### config.mk
export PLATFORM = sky130hd
export DESIGN_NAME = clock_time_setter
export DESIGN_NICKNAME = d
export VERILOG_FILES = /design/src/rtl/clock_pkg.sv /design/src/rtl/wrap_counter.sv /design/src/rtl/clock_time_setter.sv
export SDC_FILE = /design/constraint.sdc
export NUM_CORES = 1
export LEC_CHECK = 0
export CORE_ASPECT_RATIO = 1.75
export CORE_MARGIN = 2
export CORE_UTILIZATION = 50
export CTS_CLUSTER_SIZE = 14
export DETAILED_ROUTE_END_ITERATION = 10
export PLACE_DENSITY = 0.76
export SYNTH_ARGS = -nofsm -noshare
export SYNTH_HDL_FRONTEND = slang
export SYNTH_SLANG_ARGS = --single-unit
### constraint.sdc
create_clock -name clock -period 5.72 [get_ports clock]
set_input_delay 0.858 -clock clock [delete_from_list [all_inputs] [get_ports clock]]
set_output_delay 0.858 -clock clock [all_outputs]
set_load 0.01 [all_outputs]
### src/rtl/clock_pkg.sv
// Shared constants and encodings for the clock time-set controller.
package clock_pkg;

  localparam int HOUR_MAX   = 23;
  localparam int MINSEC_MAX = 59;

  localparam logic [1:0] FLD_NONE = 2'd0;
  localparam logic [1:0] FLD_HOUR = 2'd1;
  localparam logic [1:0] FLD_MIN  = 2'd2;
  localparam logic [1:0] FLD_SEC  = 2'd3;

  typedef enum logic [3:0] {
    ST_RUN   = 4'd0,
    ST_ED_H  = 4'd1,
    ST_ED_M  = 4'd2,
    ST_ED_S  = 4'd3,
    ST_LD_H  = 4'd4,
    ST_GAP_H = 4'd5,
    ST_LD_M  = 4'd6,
    ST_GAP_M = 4'd7,
    ST_LD_S  = 4'd8,
    ST_GAP_S = 4'd9
  } state_t;

endpackage

### src/rtl/wrap_counter.sv
// Mod-(MAX+1) up/down counter; a load of an out-of-range value clamps to 0.
module wrap_counter #(
  parameter int WIDTH = 6,
  parameter int MAX   = 59
) (
  input  logic             clock,
  input  logic             reset,
  input  logic             ld,
  input  logic [WIDTH-1:0] ld_val,
  input  logic             inc,
  input  logic             dec,
  output logic [WIDTH-1:0] q
);

  localparam logic [WIDTH-1:0] MAX_V = WIDTH'(MAX);

  always_ff @(posedge clock) begin
    if (!reset) begin
      q <= '0;
    end else if (ld) begin
      q <= (ld_val > MAX_V) ? '0 : ld_val;
    end else if (inc && !dec) begin
      q <= (q == MAX_V) ? '0 : q + 1'b1;
    end else if (dec && !inc) begin
      q <= (q == '0) ? MAX_V : q - 1'b1;
    end
  end

endmodule

### src/rtl/clock_time_setter.sv
// Time-set controller: captures the running time, edits hour/min/sec, then
// commits them to the clock as sequenced single-cycle load strobes.
module clock_time_setter
  import clock_pkg::*;
#(
  parameter int LOAD_GAP     = 1,
  parameter int EDIT_TIMEOUT = 1000,
  parameter int TO_W         = 10
) (
  input  logic       clock,
  input  logic       reset,
  input  logic       btn_mode,
  input  logic       btn_inc,
  input  logic       btn_dec,
  input  logic [5:0] sec,
  input  logic [5:0] min,
  input  logic [4:0] hour,
  output logic [5:0] data1,
  output logic [5:0] data2,
  output logic [5:0] data3,
  output logic       load1,
  output logic       load2,
  output logic       load3,
  output logic       enable,
  output logic [1:0] field,
  output logic       busy
);

  localparam int GAP_W = (LOAD_GAP > 1) ? $clog2(LOAD_GAP) : 1;
  localparam logic [GAP_W-1:0] GAP_LAST = GAP_W'((LOAD_GAP > 0) ? LOAD_GAP - 1 : 0);
  localparam logic [TO_W-1:0]  TO_LAST  = TO_W'((EDIT_TIMEOUT > 0) ? EDIT_TIMEOUT - 1 : 0);

  state_t            state;
  logic [TO_W-1:0]   to_cnt;
  logic [GAP_W-1:0]  gap_cnt;
  logic [4:0]        hour_q;
  logic [5:0]        min_q;
  logic [5:0]        sec_q;
  logic              any_btn;
  logic              capture;
  logic              step_ok;

  assign any_btn = btn_mode | btn_inc | btn_dec;
  assign capture = (state == ST_RUN) && btn_mode;
  // btn_mode wins over inc/dec in the same cycle
  assign step_ok = !btn_mode;

  wrap_counter #(.WIDTH(5), .MAX(HOUR_MAX)) u_hour (
    .clock (clock),
    .reset (reset),
    .ld    (capture),
    .ld_val(hour),
    .inc   (step_ok && (state == ST_ED_H) && btn_inc),
    .dec   (step_ok && (state == ST_ED_H) && btn_dec),
    .q     (hour_q)
  );

  wrap_counter #(.WIDTH(6), .MAX(MINSEC_MAX)) u_min (
    .clock (clock),
    .reset (reset),
    .ld    (capture),
    .ld_val(min),
    .inc   (step_ok && (state == ST_ED_M) && btn_inc),
    .dec   (step_ok && (state == ST_ED_M) && btn_dec),
    .q     (min_q)
  );

  wrap_counter #(.WIDTH(6), .MAX(MINSEC_MAX)) u_sec (
    .clock (clock),
    .reset (reset),
    .ld    (capture),
    .ld_val(sec),
    .inc   (step_ok && (state == ST_ED_S) && btn_inc),
    .dec   (step_ok && (state == ST_ED_S) && btn_dec),
    .q     (sec_q)
  );

  assign data1 = sec_q;
  assign data2 = min_q;
  assign data3 = {1'b0, hour_q};

  always_ff @(posedge clock) begin
    if (!reset) begin
      state   <= ST_RUN;
      enable  <= 1'b1;
      field   <= FLD_NONE;
      busy    <= 1'b0;
      load1   <= 1'b0;
      load2   <= 1'b0;
      load3   <= 1'b0;
      to_cnt  <= '0;
      gap_cnt <= '0;
    end else begin
      load1 <= 1'b0;
      load2 <= 1'b0;
      load3 <= 1'b0;
      case (state)
        ST_RUN: begin
          if (btn_mode) begin
            state  <= ST_ED_H;
            enable <= 1'b0;
            field  <= FLD_HOUR;
            to_cnt <= '0;
          end
        end
        ST_ED_H, ST_ED_M, ST_ED_S: begin
          to_cnt <= any_btn ? '0 : to_cnt + 1'b1;
          if (btn_mode) begin
            case (state)
              ST_ED_H: begin state <= ST_ED_M; field <= FLD_MIN; end
              ST_ED_M: begin state <= ST_ED_S; field <= FLD_SEC; end
              default: begin
                state <= ST_LD_H;
                field <= FLD_NONE;
                busy  <= 1'b1;
                load3 <= 1'b1;
              end
            endcase
          end else if (!any_btn && (EDIT_TIMEOUT != 0) && (to_cnt == TO_LAST)) begin
            state  <= ST_RUN;
            field  <= FLD_NONE;
            enable <= 1'b1;
            to_cnt <= '0;
          end
        end
        // Commit: each load state is followed by LOAD_GAP idle cycles
        ST_LD_H: begin
          if (LOAD_GAP > 0) begin state <= ST_GAP_H; gap_cnt <= GAP_LAST; end
          else begin state <= ST_LD_M; load2 <= 1'b1; end
        end
        ST_GAP_H: begin
          if (gap_cnt == '0) begin state <= ST_LD_M; load2 <= 1'b1; end
          else gap_cnt <= gap_cnt - 1'b1;
        end
        ST_LD_M: begin
          if (LOAD_GAP > 0) begin state <= ST_GAP_M; gap_cnt <= GAP_LAST; end
          else begin state <= ST_LD_S; load1 <= 1'b1; end
        end
        ST_GAP_M: begin
          if (gap_cnt == '0) begin state <= ST_LD_S; load1 <= 1'b1; end
          else gap_cnt <= gap_cnt - 1'b1;
        end
        ST_LD_S: begin
          if (LOAD_GAP > 0) begin state <= ST_GAP_S; gap_cnt <= GAP_LAST; end
          else begin state <= ST_RUN; enable <= 1'b1; busy <= 1'b0; end
        end
        ST_GAP_S: begin
          if (gap_cnt == '0) begin state <= ST_RUN; enable <= 1'b1; busy <= 1'b0; end
          else gap_cnt <= gap_cnt - 1'b1;
        end
        default: begin
          state  <= ST_RUN;
          enable <= 1'b1;
          field  <= FLD_NONE;
          busy   <= 1'b0;
        end
      endcase
    end
  end

endmodule

==> reports/summary.txt, run 1 <==
Post-synth EDFFs - 0
Relative slew margins - 0.248
Critical Path Slowest Stage Cell - clkdlybuf4s50_1
Sw Share - 0.305
antenna-violating nets left - 0
top_reg_cell synth - dfxtp_1
worst hold start - field[0]
Flop pwr share - 0.395
cell taking the most area after synthesis - dfxtp_1
sequential cell area - 761 um2
async set or reset register ratio after synthesis - 0
Max Clock Freq - 341 MHz
Yosys warnings - 0
hold path endpoint - field[0]
critical path type - input pin to flip-flop
count of cell types in the netlist - 57
row cnt - 35
Die Height - 100 um
pwr/cell area - 254 nW/um2
sequential area share after synthesis - 0.287
hold path depth - 2
FF+latch count, synth - 38
vias in the first global route - 2458
routability cong. - 0.858
final setup TNS - 0 ns
ant diodes - 0
top post-synthesis cells by area - dfxtp_1 (29%), nor2_1 (5.1%), a21oi_1 (4.9%)
dpl cell area - 3060 um2
I/O Buffers - 45
Worst-Margin Slew - 1.12 ns
CTS root buf - clkbuf_8
worst-path cell chain - clkdlybuf4s50_1 -> or2b_1 -> or2_2 -> o21ai_0 -> o21ai_0 -> a31oi_1
Routed wire per std cell - 15.4 um
r2r endpoint - u_min.q[3]
min Tclk post-route - 2.93 ns
clk buf depth - 2
vias - 2710
starting density of the core - 0.512
Tcrit/Tclk final - 0.513
initial DRC count - 124
nature of the critical path startpoint - input pin
Synth Cell Area - 2650 um2
pin count of the biggest net entering global routing - 22
CTS tree - done
htree depth - 2
area delta synth->final - 20.9%
Clk pwr share - 0.341
residual DRC count - 0
clock latency on the worst-skew pair - 0.29 ns
fraction of layout cells with a size suffix above 1 - 0.0446
Crit Path Max Fanout - 19
Hold Fails Final Rpt - 0
CP arrival - 3.16 ns
slowest stage delay, CP - 0.67 ns
Power Total - 0.813 mW
number of CTS-inserted buffers - 5
CTS Hold Bufs - 0
Synth top cells by count - dfxtp_1 (38), nor2_1 (36), nand2_1 (27)
WP data required - 5.95 ns
syn avg cell area - 7.56 um2
post-place setup slack - 2.55 ns
Tot GR Track Use - 0.238
WL final - 6.72 mm
peak supply drop - 0.203 mV
Die ar. - 5920 um2
logic gate share of total power - 0.264
Synth Instances - 350
core area - 5170 um2
Final setup viols - 0
R2R depth - 5
Psw - 0.248 mW
RSZ-0062 raised after global routing - false
FF-to-FF Start - state[1]
internal power - 0.564 mW
Leak Pwr - 1.16 nW
count leader, synth - dfxtp_1
Fin Clk Skew - 0.00498 ns
min-delay worst type - flip-flop to flip-flop
grt total ovfl - 0
Post CTS Setup Buffer Count - 0
cts repair resizes - 0
fill count - 479
# clock sinks - 38
top cell type's share of synthesized area - 0.287
post-layout net count - 411
Max-Cap Viols - 0
Clock transition at path regs - 0.08 ns
outcome - completed
first-pass GRT wire length - 11.1 mm
multi-input logic area - 1730 um2
drt pass-1 iters - 6
worst setup margin - 2.79 ns
die width - 59.0 um
HPWL after DPL - 4.97 mm
syn nets - 381
cell repeated most along the worst path - o21ai_0
drt via density - 6.22
# IOs - 47
type of destination of the critical path - flip-flop
final instance area - 3200 um2
Slew Viols, Final - 0
Worst R2R Setup Slack - 3.42 ns
initial antenna violation count - 0
-- worst max-delay path, delay by kind of cell --
kind	cells	cell delay [ns]
AO/OA/AOI/OAI	3	0.87
buffers and inverters	1	0.67
AND/OR/NAND/NOR	2	0.77
-- how the worst max path moves through the flow --
stage	to	slack [ns]	from
6_report	u_min.q[3]	2.79	btn_mode
5_1_grt	u_min.q[2]	2.59	btn_mode
4_1_cts	u_min.q[3]	2.85	btn_mode
3_5_place_dp	u_min.q[5]	2.55	btn_mode
3_3_place_gp	u_sec.q[2]	2.63	btn_mode
2_1_floorplan	u_sec.q[2]	3.27	btn_mode
-- routing by layer --
layer,track usage,wire length [um]
met2,0.432,3730
met5,0,0
met4,0.0944,136
met1,0.268,2680
met3,0.0348,175
-- power groups by stage --
stage                     logic, mW  clock network [mW]  registers, mW
after floorplan               0.152                   0          0.310
after global placement        0.210                   0          0.325
after detailed placement      0.213                   0          0.325
after CTS                     0.215               0.282          0.319
after global routing          0.237               0.296          0.325
final                         0.215               0.277          0.321
-- registers in the layout, summed over array words and instances (netlist names) --
| signal | flops |
|---|---|
| to_cnt | 10 |
| u_min.q | 6 |
| u_sec.q | 6 |
| u_hour.q | 5 |
| state | 4 |
| field | 2 |
| busy | 1 |
| enable | 1 |
| load1 | 1 |
| load2 | 1 |
| load3 | 1 |
-- layout by cell type, fill, tap and decap left out, drive strengths merged, types with 2 or more instances in the layout --
cell type	instances
nand4	7
o221ai	2
a22oi	5
nor3	16
xor2	7
a32oi	2
xnor2	9
mux2i	5
nand3	20
inv	14
a311oi	2
nand2b	8
o41ai	2
bufinv	2
clkbuf	5
o2111ai	2
nand2	27
and2	4
o21a	3
dfxtp	38
and3	9
o211ai	6
o21ai	21
a31oi	7
a211oi	4
nor2	37
nor2b	3
a41oi	3
nor3b	4
or3	8
ha	9
clkdlybuf4s50	45
a21oi	26
-- logic make-up after synthesis --
family | share of synthesized area
XOR/XNOR | 0.0529
AO/OA/AOI/OAI | 0.228
adder cells (fa/ha/maj) | 0.0425
buffers and inverters | 0.0591
multiplexers | 0.0331
AND/OR/NAND/NOR | 0.296
other | 0.00142
flip-flops | 0.287
-- per-stage QoR --
stage | hold slack [ns] | utilization | instances
after floorplan | 0.466 | - | 350
after global placement | 0.444 | 0.593 | 428
after detailed placement | 0.457 | 0.593 | 428
after CTS | 0.468 | 0.619 | 436
after global routing | 0.496 | 0.619 | 436
final | 0.463 | 0.619 | 436
-- final cells by class --
class,instances,share of cell area
multi-input cells,276,0.541
flip-flops and latches,38,0.238
repair buffers,45,0.141
clock buffers,5,0.0215
clock inverters,3,0.0215
well taps,55,0.0215
inverters,14,0.0164
Power figures use the tool's default switching activity.
==> inputs of run 2 (changes only) <==
==> constraint.sdc (replaced) <==
create_clock -name clock -period 2.8 [get_ports clock]
set_input_delay 0.42 -clock clock [delete_from_list [all_inputs] [get_ports clock]]
set_output_delay 0.42 -clock clock [all_outputs]
set_load 0.01 [all_outputs]
==> run 2 against run 1 <==
Critical path depth did not move. Largest cell class unchanged. Highest routed layer unchanged. Clock-buffer cell count rose by 1. Critical endpoint is now u_sec.q[2]. Routed wire length increased by 1.3%.
==> reports/summary.txt, run 2 (same netlist as run 1, synthesis figures left out) <==
Tcrit/Tclk final - 0.838
multi-input logic area - 1730 um2
Slew Viols, Final - 0
clock latency on the worst-skew pair - 0.29 ns
Tot GR Track Use - 0.245
Worst-Margin Slew - 0.511 ns
core area - 5170 um2
Die Height - 100 um
worst-path cell chain - clkdlybuf4s50_1 -> or3_1 -> nor2_8 -> mux4_1 -> o21ai_0 -> and3_1
Power Total - 1.48 mW
Leak Pwr - 1.16 nW
cts repair resizes - 0
CTS tree - done
CTS root buf - clkbuf_8
Crit. Startpoint - btn_mode
ant diodes - 0
Clock transition at path regs - 0.07 ns
commonest non-fill, non-tap cells in the layout - clkdlybuf4s50_1 (45), dfxtp_1 (38), nor2_1 (36), nand2_1 (27), a21oi_1 (26)
WP data required - 3.04 ns
min-delay worst type - flip-flop to flip-flop
Flop pwr share - 0.443
area delta synth->final - 20.2%
Max-Cap Viols - 0
slowest stage delay, CP - 0.56 ns
Max Clock Freq - 426 MHz
final instance area - 3180 um2
Psw - 0.486 mW
Worst R2R Setup Slack - 0.62 ns
Hold Fails Final Rpt - 0
Largest Register - to_cnt
grt total ovfl - 0
initial DRC count - 100
I/O Buffers - 45
Relative slew margins - 0.657
CTS Hold Bufs - 0
Routed wire per std cell - 15.5 um
fill count - 476
row cnt - 35
Crit Path Max Fanout - 10
htree depth - 2
peak supply drop - 0.422 mV
FF-to-FF Start - state[2]
pin count of the biggest net entering global routing - 20
drt pass-1 iters - 5
hold path depth - 2
type of destination of the critical path - flip-flop
drt via density - 6.25
critical path type - input pin to flip-flop
hold path endpoint - field[0]
Final setup viols - 0
post-layout net count - 416
fraction of layout cells with a size suffix above 1 - 0.0521
Die ar. - 5920 um2
antenna-violating nets left - 0
sequential cell area - 761 um2
worst hold start - field[0]
Clk pwr share - 0.254
Core Util, Final - 0.616
final setup TNS - 0 ns
Critical Path Slowest Stage Cell - mux4_1
nature of the critical path startpoint - input pin
RSZ-0062 raised after global routing - false
initial antenna violation count - 0
WL final - 6.81 mm
outcome - completed
max reg flops - 10
CP arrival - 2.59 ns
worst setup margin - 0.452 ns
starting density of the core - 0.512
r2r endpoint - u_sec.q[2]
R2R depth - 5
# clock sinks - 38
clk buf depth - 2
Fin Clk Skew - 0.00707 ns
Post CTS Setup Buffer Count - 0
pwr/cell area - 464 nW/um2
Finished Layout Cells - 439
# IOs - 47
Largest regs - to_cnt (10), u_min.q (6), u_sec.q (6)
residual DRC count - 0
internal power - 0.992 mW
logic gate share of total power - 0.303
HPWL after DPL - 5.20 mm
vias in the first global route - 2559
first-pass GRT wire length - 11.6 mm
vias - 2742
Sw Share - 0.329
hold slack - 0.461 ns
post-place setup slack - 0.143 ns
routability cong. - 0.949
placed cells - 433
dpl cell area - 3100 um2
min Tclk post-route - 2.35 ns
die width - 59.0 um
number of CTS-inserted buffers - 5
most common cell after layout, fill and taps aside - clkdlybuf4s50_1
[run 2: changes by cell type in the layout (fill, tap and decap cells not counted), sizes merged]
cell / change
bufinv: -2
clkinv: -1
clkbuf: +1
buf: +5
[run 2: worst max path at each step]
stage	end	slack, ns
2_1_floorplan	u_sec.q[2]	0.79
3_5_place_dp	u_sec.q[2]	0.14
3_3_place_gp	u_sec.q[1]	0.20
6_report	u_sec.q[2]	0.45
4_1_cts	u_sec.q[2]	0.44
5_1_grt	u_sec.q[5]	0.33
[run 2: cell type report]
| cell class | count | share of cell area |
|---|---|---|
| clock buffers | 6 | 0.0259 |
| repair buffers | 50 | 0.153 |
| well taps | 55 | 0.0216 |
| flip-flops and latches | 38 | 0.239 |
| inverters | 14 | 0.0165 |
| multi-input cells | 276 | 0.544 |
[run 2: routing by layer]
| layer | up-vias | GRT usage | part of all wire |
|---|---|---|---|
| met2 | 84 | 0.438 | 0.54 |
| met1 | 1281 | 0.264 | 0.38 |
| met5 | - | 0 | 0 |
| li1 | 1352 | - | - |
| met4 | 0 | 0.126 | 0.034 |
| met3 | 25 | 0.0438 | 0.042 |
[run 2: critical path, delay by kind of cell]
| family | cells | cell delay [ns] |
|---|---|---|
| simple gates | 3 | 0.92 |
| mux | 1 | 0.56 |
| buf+inv | 1 | 0.51 |
| compound gates | 1 | 0.16 |
[run 2: power groups by stage]
stage / sequential (mW) / combinational, mW / clock [mW]
2_1_floorplan: 0.634 / 0.310 / 0
4_1_cts: 0.652 / 0.450 / 0.381
3_5_place_dp: 0.664 / 0.447 / 0
3_3_place_gp: 0.664 / 0.442 / 0
6_report: 0.655 / 0.448 / 0.375
5_1_grt: 0.663 / 0.503 / 0.401
==> edit 1: new RTL, flow settings as in run 2 <==
Encoding of `state_t`: now one-hot (10 bits for 10 states).
--- a/src/rtl/clock_pkg.sv
+++ b/src/rtl/clock_pkg.sv
@@ -10,15 +10,15 @@
   localparam logic [1:0] FLD_SEC  = 2'd3;
 
-  typedef enum logic [3:0] {
-    ST_RUN   = 4'd0,
-    ST_ED_H  = 4'd1,
-    ST_ED_M  = 4'd2,
-    ST_ED_S  = 4'd3,
-    ST_LD_H  = 4'd4,
-    ST_GAP_H = 4'd5,
-    ST_LD_M  = 4'd6,
-    ST_GAP_M = 4'd7,
-    ST_LD_S  = 4'd8,
-    ST_GAP_S = 4'd9
+  typedef enum logic [9:0] {
+    ST_RUN   = 10'b0000000001,
+    ST_ED_H  = 10'b0000000010,
+    ST_ED_M  = 10'b0000000100,
+    ST_ED_S  = 10'b0000001000,
+    ST_LD_H  = 10'b0000010000,
+    ST_GAP_H = 10'b0000100000,
+    ST_LD_M  = 10'b0001000000,
+    ST_GAP_M = 10'b0010000000,
+    ST_LD_S  = 10'b0100000000,
+    ST_GAP_S = 10'b1000000000
   } state_t;
 
Behaviour: same outputs for any inputs over 4 cycles, from zero or initial values and one cycle with reset low; so few cycles prove little.
==> edit 1 against run 2 <==
Wire length increased by 27%; area after synthesis increased by 20%; synthesized cell count increased by 16%; total power increased by 11%; sequential cell count increased by 6; combinational power increased by 9.8%; setup slack got worse by 0.011 ns; design area increased by 18%; critical path type unchanged; highest routed layer unchanged.
==> edit 1: results (changes against run 2) <==
Cells and area
  • Nets: 473 (+14%)
  • Final-layout fill cell count: 586 (+23%)
  • Share of cells above drive strength 1: 0.09029 (+0.03821)
  • Biggest regs: state x10, to_cnt x10

Setup path
  • Crit path largest cell delay: 0.59 ns (+0.03 ns)
  • CP arrival: 2.56 ns (-0.03 ns)
  • CP Max Fanout: 6 (-4)
  • Critical path's slowest cell: clkdlybuf4s50_1
  • Critical R2R Launch: state[3]
  • CP startpoint: btn_inc

Routing
  • DRT Pass-1 Iters: 4 (-1)
  • Detailed Route Iter0 Violations: 252 (+150%)
  • Wire length on met3: 402 um (+40%)
  • Routed vias/inst: 6.237 (-0.14%)
  • DRT met1 WL: 3.464 mm (+32%)
  • WL final: 8.630 mm (+27%)
  • Met2 wire len: 4.590 mm (+25%)

Yosys
  • Ranking of synthesized cells by area: dfxtp_1 28%, o21ai_0 4.9%, nand2_1 3.7%
  • Fraction of registers with async set/reset: 0 (unchanged)
  • YS warnings: 0 (unchanged)
  • Net Count, Synth: 436 (+14%)
  • Sequential-to-total area share from yosys stat: 0.2784 (-0.008964)
  • Post-synthesis cell type count: 74 (+30%)
  • Post-synth top cells: 44 x dfxtp_1, 31 x nand2_1, 31 x nor2_1, 31 x o21ai_0, 24 x clkbuf_1

STA
  • Slew @ Worst Pin: 0.7101 ns (+0.1995 ns)
  • Setup Skew: 0.006582 ns (-0.0004872 ns)

Clocking
  • Htree depth: 2 (unchanged)
  • CTS Buf Count: 5 (unchanged)
  • Clock transition at the registers of the reported paths: 0.09 ns (+0.02 ns)
  • Clock Latency Late Sink: 0.31 ns (+0.02 ns)
  • Resized cells post-CTS: 0 (unchanged)
  • # Post-CTS Setup Buffers: 0 (unchanged)

Power
  • Leak Pwr: 1.339 nW (+15%)
  • Worst vdd ir: 0.2650 mV (-37%)

Global route
  • Global-route wire length before repair: 14.52 mm (+25%)
  • GRT Overall Usage: 0.2588 (+0.01383)
  • Largest net degree at the start of global routing: 17 (-15%)
  • Number of global-route vias before repair: 3114 (+22%)

Placed design
  • GPL Wtd Cong: 0.9672 (+1.9%)
  • Post-DP Area: 3684 um^2 (+19%)
  • Detailed Place HPWL: 6.435 mm (+24%)

Outcome
  • Outcome: finished clean
edit 1: area by class of cell:
class                           instances  area [um^2]  area share
Multi-Input combinational cell        313         2068      0.5484
Sequential cell                        44        880.8      0.2336
Timing Repair Buffer                   61        570.5      0.1513
Tap cell                               80        100.1     0.02654
Clock buffer                            5        68.82     0.01825
Inverter                               17        63.81     0.01692
Clock inverter                          3        18.77    0.004977
edit 1: cells by family after synthesis:
family,after synthesis,share of synthesized area
AOI/OAI and AO/OA,122,0.2681
xor gates and xnor gates,17,0.04705
adders and majority gates,10,0.03875
buffers and inverters,48,0.06801
DFF,44,0.2784
muxes,6,0.01938
other,1,0.001185
and+or+nand+nor,157,0.2792
edit 1: path summary, 6_finish.rpt:
kind	cells past startpoint	slack, ns	end
worst min-delay path	2	0.48	field[0]
worst max-delay path	6	0.44	u_hour.q[2]
worst max register to register	5	0.45	to_cnt[6]
worst min register to register	2	0.48	field[0]
edit 1: metal layers:
metal,global-route usage,vias to the layer above
met2,0.4844,106
li1,-,1594
met4,0.1003,0
met5,0,-
met1,0.2884,1547
met3,0.04025,15
edit 1: worst register-to-register path, delay by kind of cell, from the launching register on:
| family | cells | cell delay, ns |
|---|---|---|
| xor+xnor | 1 | 0.18 |
| simple gates | 3 | 1.05 |
| compound gates | 1 | 0.45 |
| flops | 1 | 0.58 |
edit 1: through the flow:
step	worst slack, ns	instances	power, W	hold WS (ns)
2_1_floorplan	0.7622	405	0.001061	0.4709
3_3_place_gp	0.1746	515	0.001240	0.4624
3_5_place_dp	0.1387	515	0.001249	0.4677
4_1_cts	0.4546	523	0.001651	0.4829
5_1_grt	0.2746	523	0.001742	0.5126
6_report	0.4411	523	0.001644	0.4842
edit 1: report_power, final:
part | internal, W | switching, W
logic | 0.000249 | 0.000244
clock network | 0.000174 | 0.000227
registers | 0.000663 | 0.0000876
==> edit 2: new RTL, flow settings as in run 2 <==
Made on the original files. The package constant `HOUR_MAX` goes from 23 to 17.
--- a/src/rtl/clock_pkg.sv
+++ b/src/rtl/clock_pkg.sv
@@ -2,5 +2,5 @@
 package clock_pkg;
 
-  localparam int HOUR_MAX   = 23;
+  localparam int HOUR_MAX   = 17;
   localparam int MINSEC_MAX = 59;
 
Check against the original RTL: not equivalent (a bounded check fails within 4 cycles, from zero or initial values and one cycle with reset low).
==> edit 2 against run 2 <==
Final cell count up 3.4%; total power rose by 3.1%; count of clock-buffer cells in the layout increased by 1; wire length is 2.6% higher; sequential cell count stayed put; register-to-register slack better by 0.05 ns; worst hold slack better by 0.0048 ns; area after synthesis grew 3.4%; setup slack better by 0.16 ns; design area increased by 3.8%; first-iteration DRC count rose by 40%.
==> edit 2: results (changes against run 2) <==
Outcome
  • Outcome: finished clean

Power
  • Pint: 0.001010 W (+1.8%)
  • P_clk: 0.000394 W (+5%)
  • Clock power frac: 0.258 (+0.004)
  • Worst vdd ir: 0.4352 mV (+3.0%)

Placed design
  • Placed cells: 446 (+3.0%)
  • Detailed Place HPWL: 5.062 mm (-2.7%)
  • GPL Wtd Cong: 0.9085 (-4.2%)

Cells and area
  • Repair and plain buffers: 52 (+4.0%)
  • Clkbuf count: 7 (+1)
  • Clk cell area share: 0.02764 (+0.001698)
  • Share of cells above drive strength 1: 0.06767 (+0.01559)
  • Multi-In Gates: 288 (+4.3%)
  • Signal buf overhead: 0.1560 (+0.002699)

Setup path
  • Critical R2R Launch: state[3]
  • R2R Setup Slk: 0.67 ns (+0.05 ns)

STA
  • Fmax: 457.4 MHz (+7.4%)
  • Setup Skew: 0.01294 ns (+0.005874 ns)
  • Slew @ Worst Pin: 0.6439 ns (+0.1332 ns)

Global route
  • GRT met1 Usage: 0.2890 (+0.02525)
  • GRT Overall Usage: 0.2476 (+0.002621)
  • Largest net degree at the start of global routing: 31 (+55%)
  • Global-route track usage on met3: 0.03418 (-0.009637)
  • Number of global-route vias before repair: 2651 (+3.6%)

Routing
  • DRT Pass-1 Iters: 6 (+1)
  • DRT met1 WL: 2.817 mm (+7.7%)
  • WL final: 6.990 mm (+2.6%)
  • DR WL/cell: 15.40 um (-0.75%)
  • Wire length on met3: 296 um (+3.1%)

Yosys
  • Post-synth top cells: 38 x dfxtp_1, 38 x nor2_1, 32 x nand2_1
  • Net Count, Synth: 395 (+3.7%)
  • Post-synthesis cell type count: 59 (+3.5%)
  • Mapped Cells: 362 (+3.4%)
  • Sequential-to-total area share from yosys stat: 0.2779 (-0.009455)
## edit 2: cell types whose count changed after synthesis, moves of 4 or more
cell / delta
a21oi_1: -7
nor4_1: +4
o211ai_1: +6
and3_1: -7
or3_1: -4
nand2_1: +5
## edit 2: kinds of logic (layout without fill, tap and decap cells)
| group | after synthesis | after routing | synth area share |
|---|---|---|---|
| AO/OA/AOI/OAI | 103 | 103 | 0.2523 |
| XOR/XNOR | 15 | 15 | 0.04799 |
| adder cells (fa/ha/maj) | 11 | 11 | 0.05027 |
| buffers and inverters | 36 | 73 | 0.05758 |
| flip-flops | 38 | 38 | 0.2779 |
| multiplexers | 4 | 4 | 0.01463 |
| other | 1 | 1 | 0.001370 |
| AND/OR/NAND/NOR | 154 | 154 | 0.2980 |
## edit 2: worst reg2reg max path, cell delays in order (launching register included)
cell and delay [ns]:
dfxtp_1 0.43, or3_1 0.64, nor2_1 0.36, mux2i_1 0.21
o21ai_0 0.09, a311oi_1 0.29
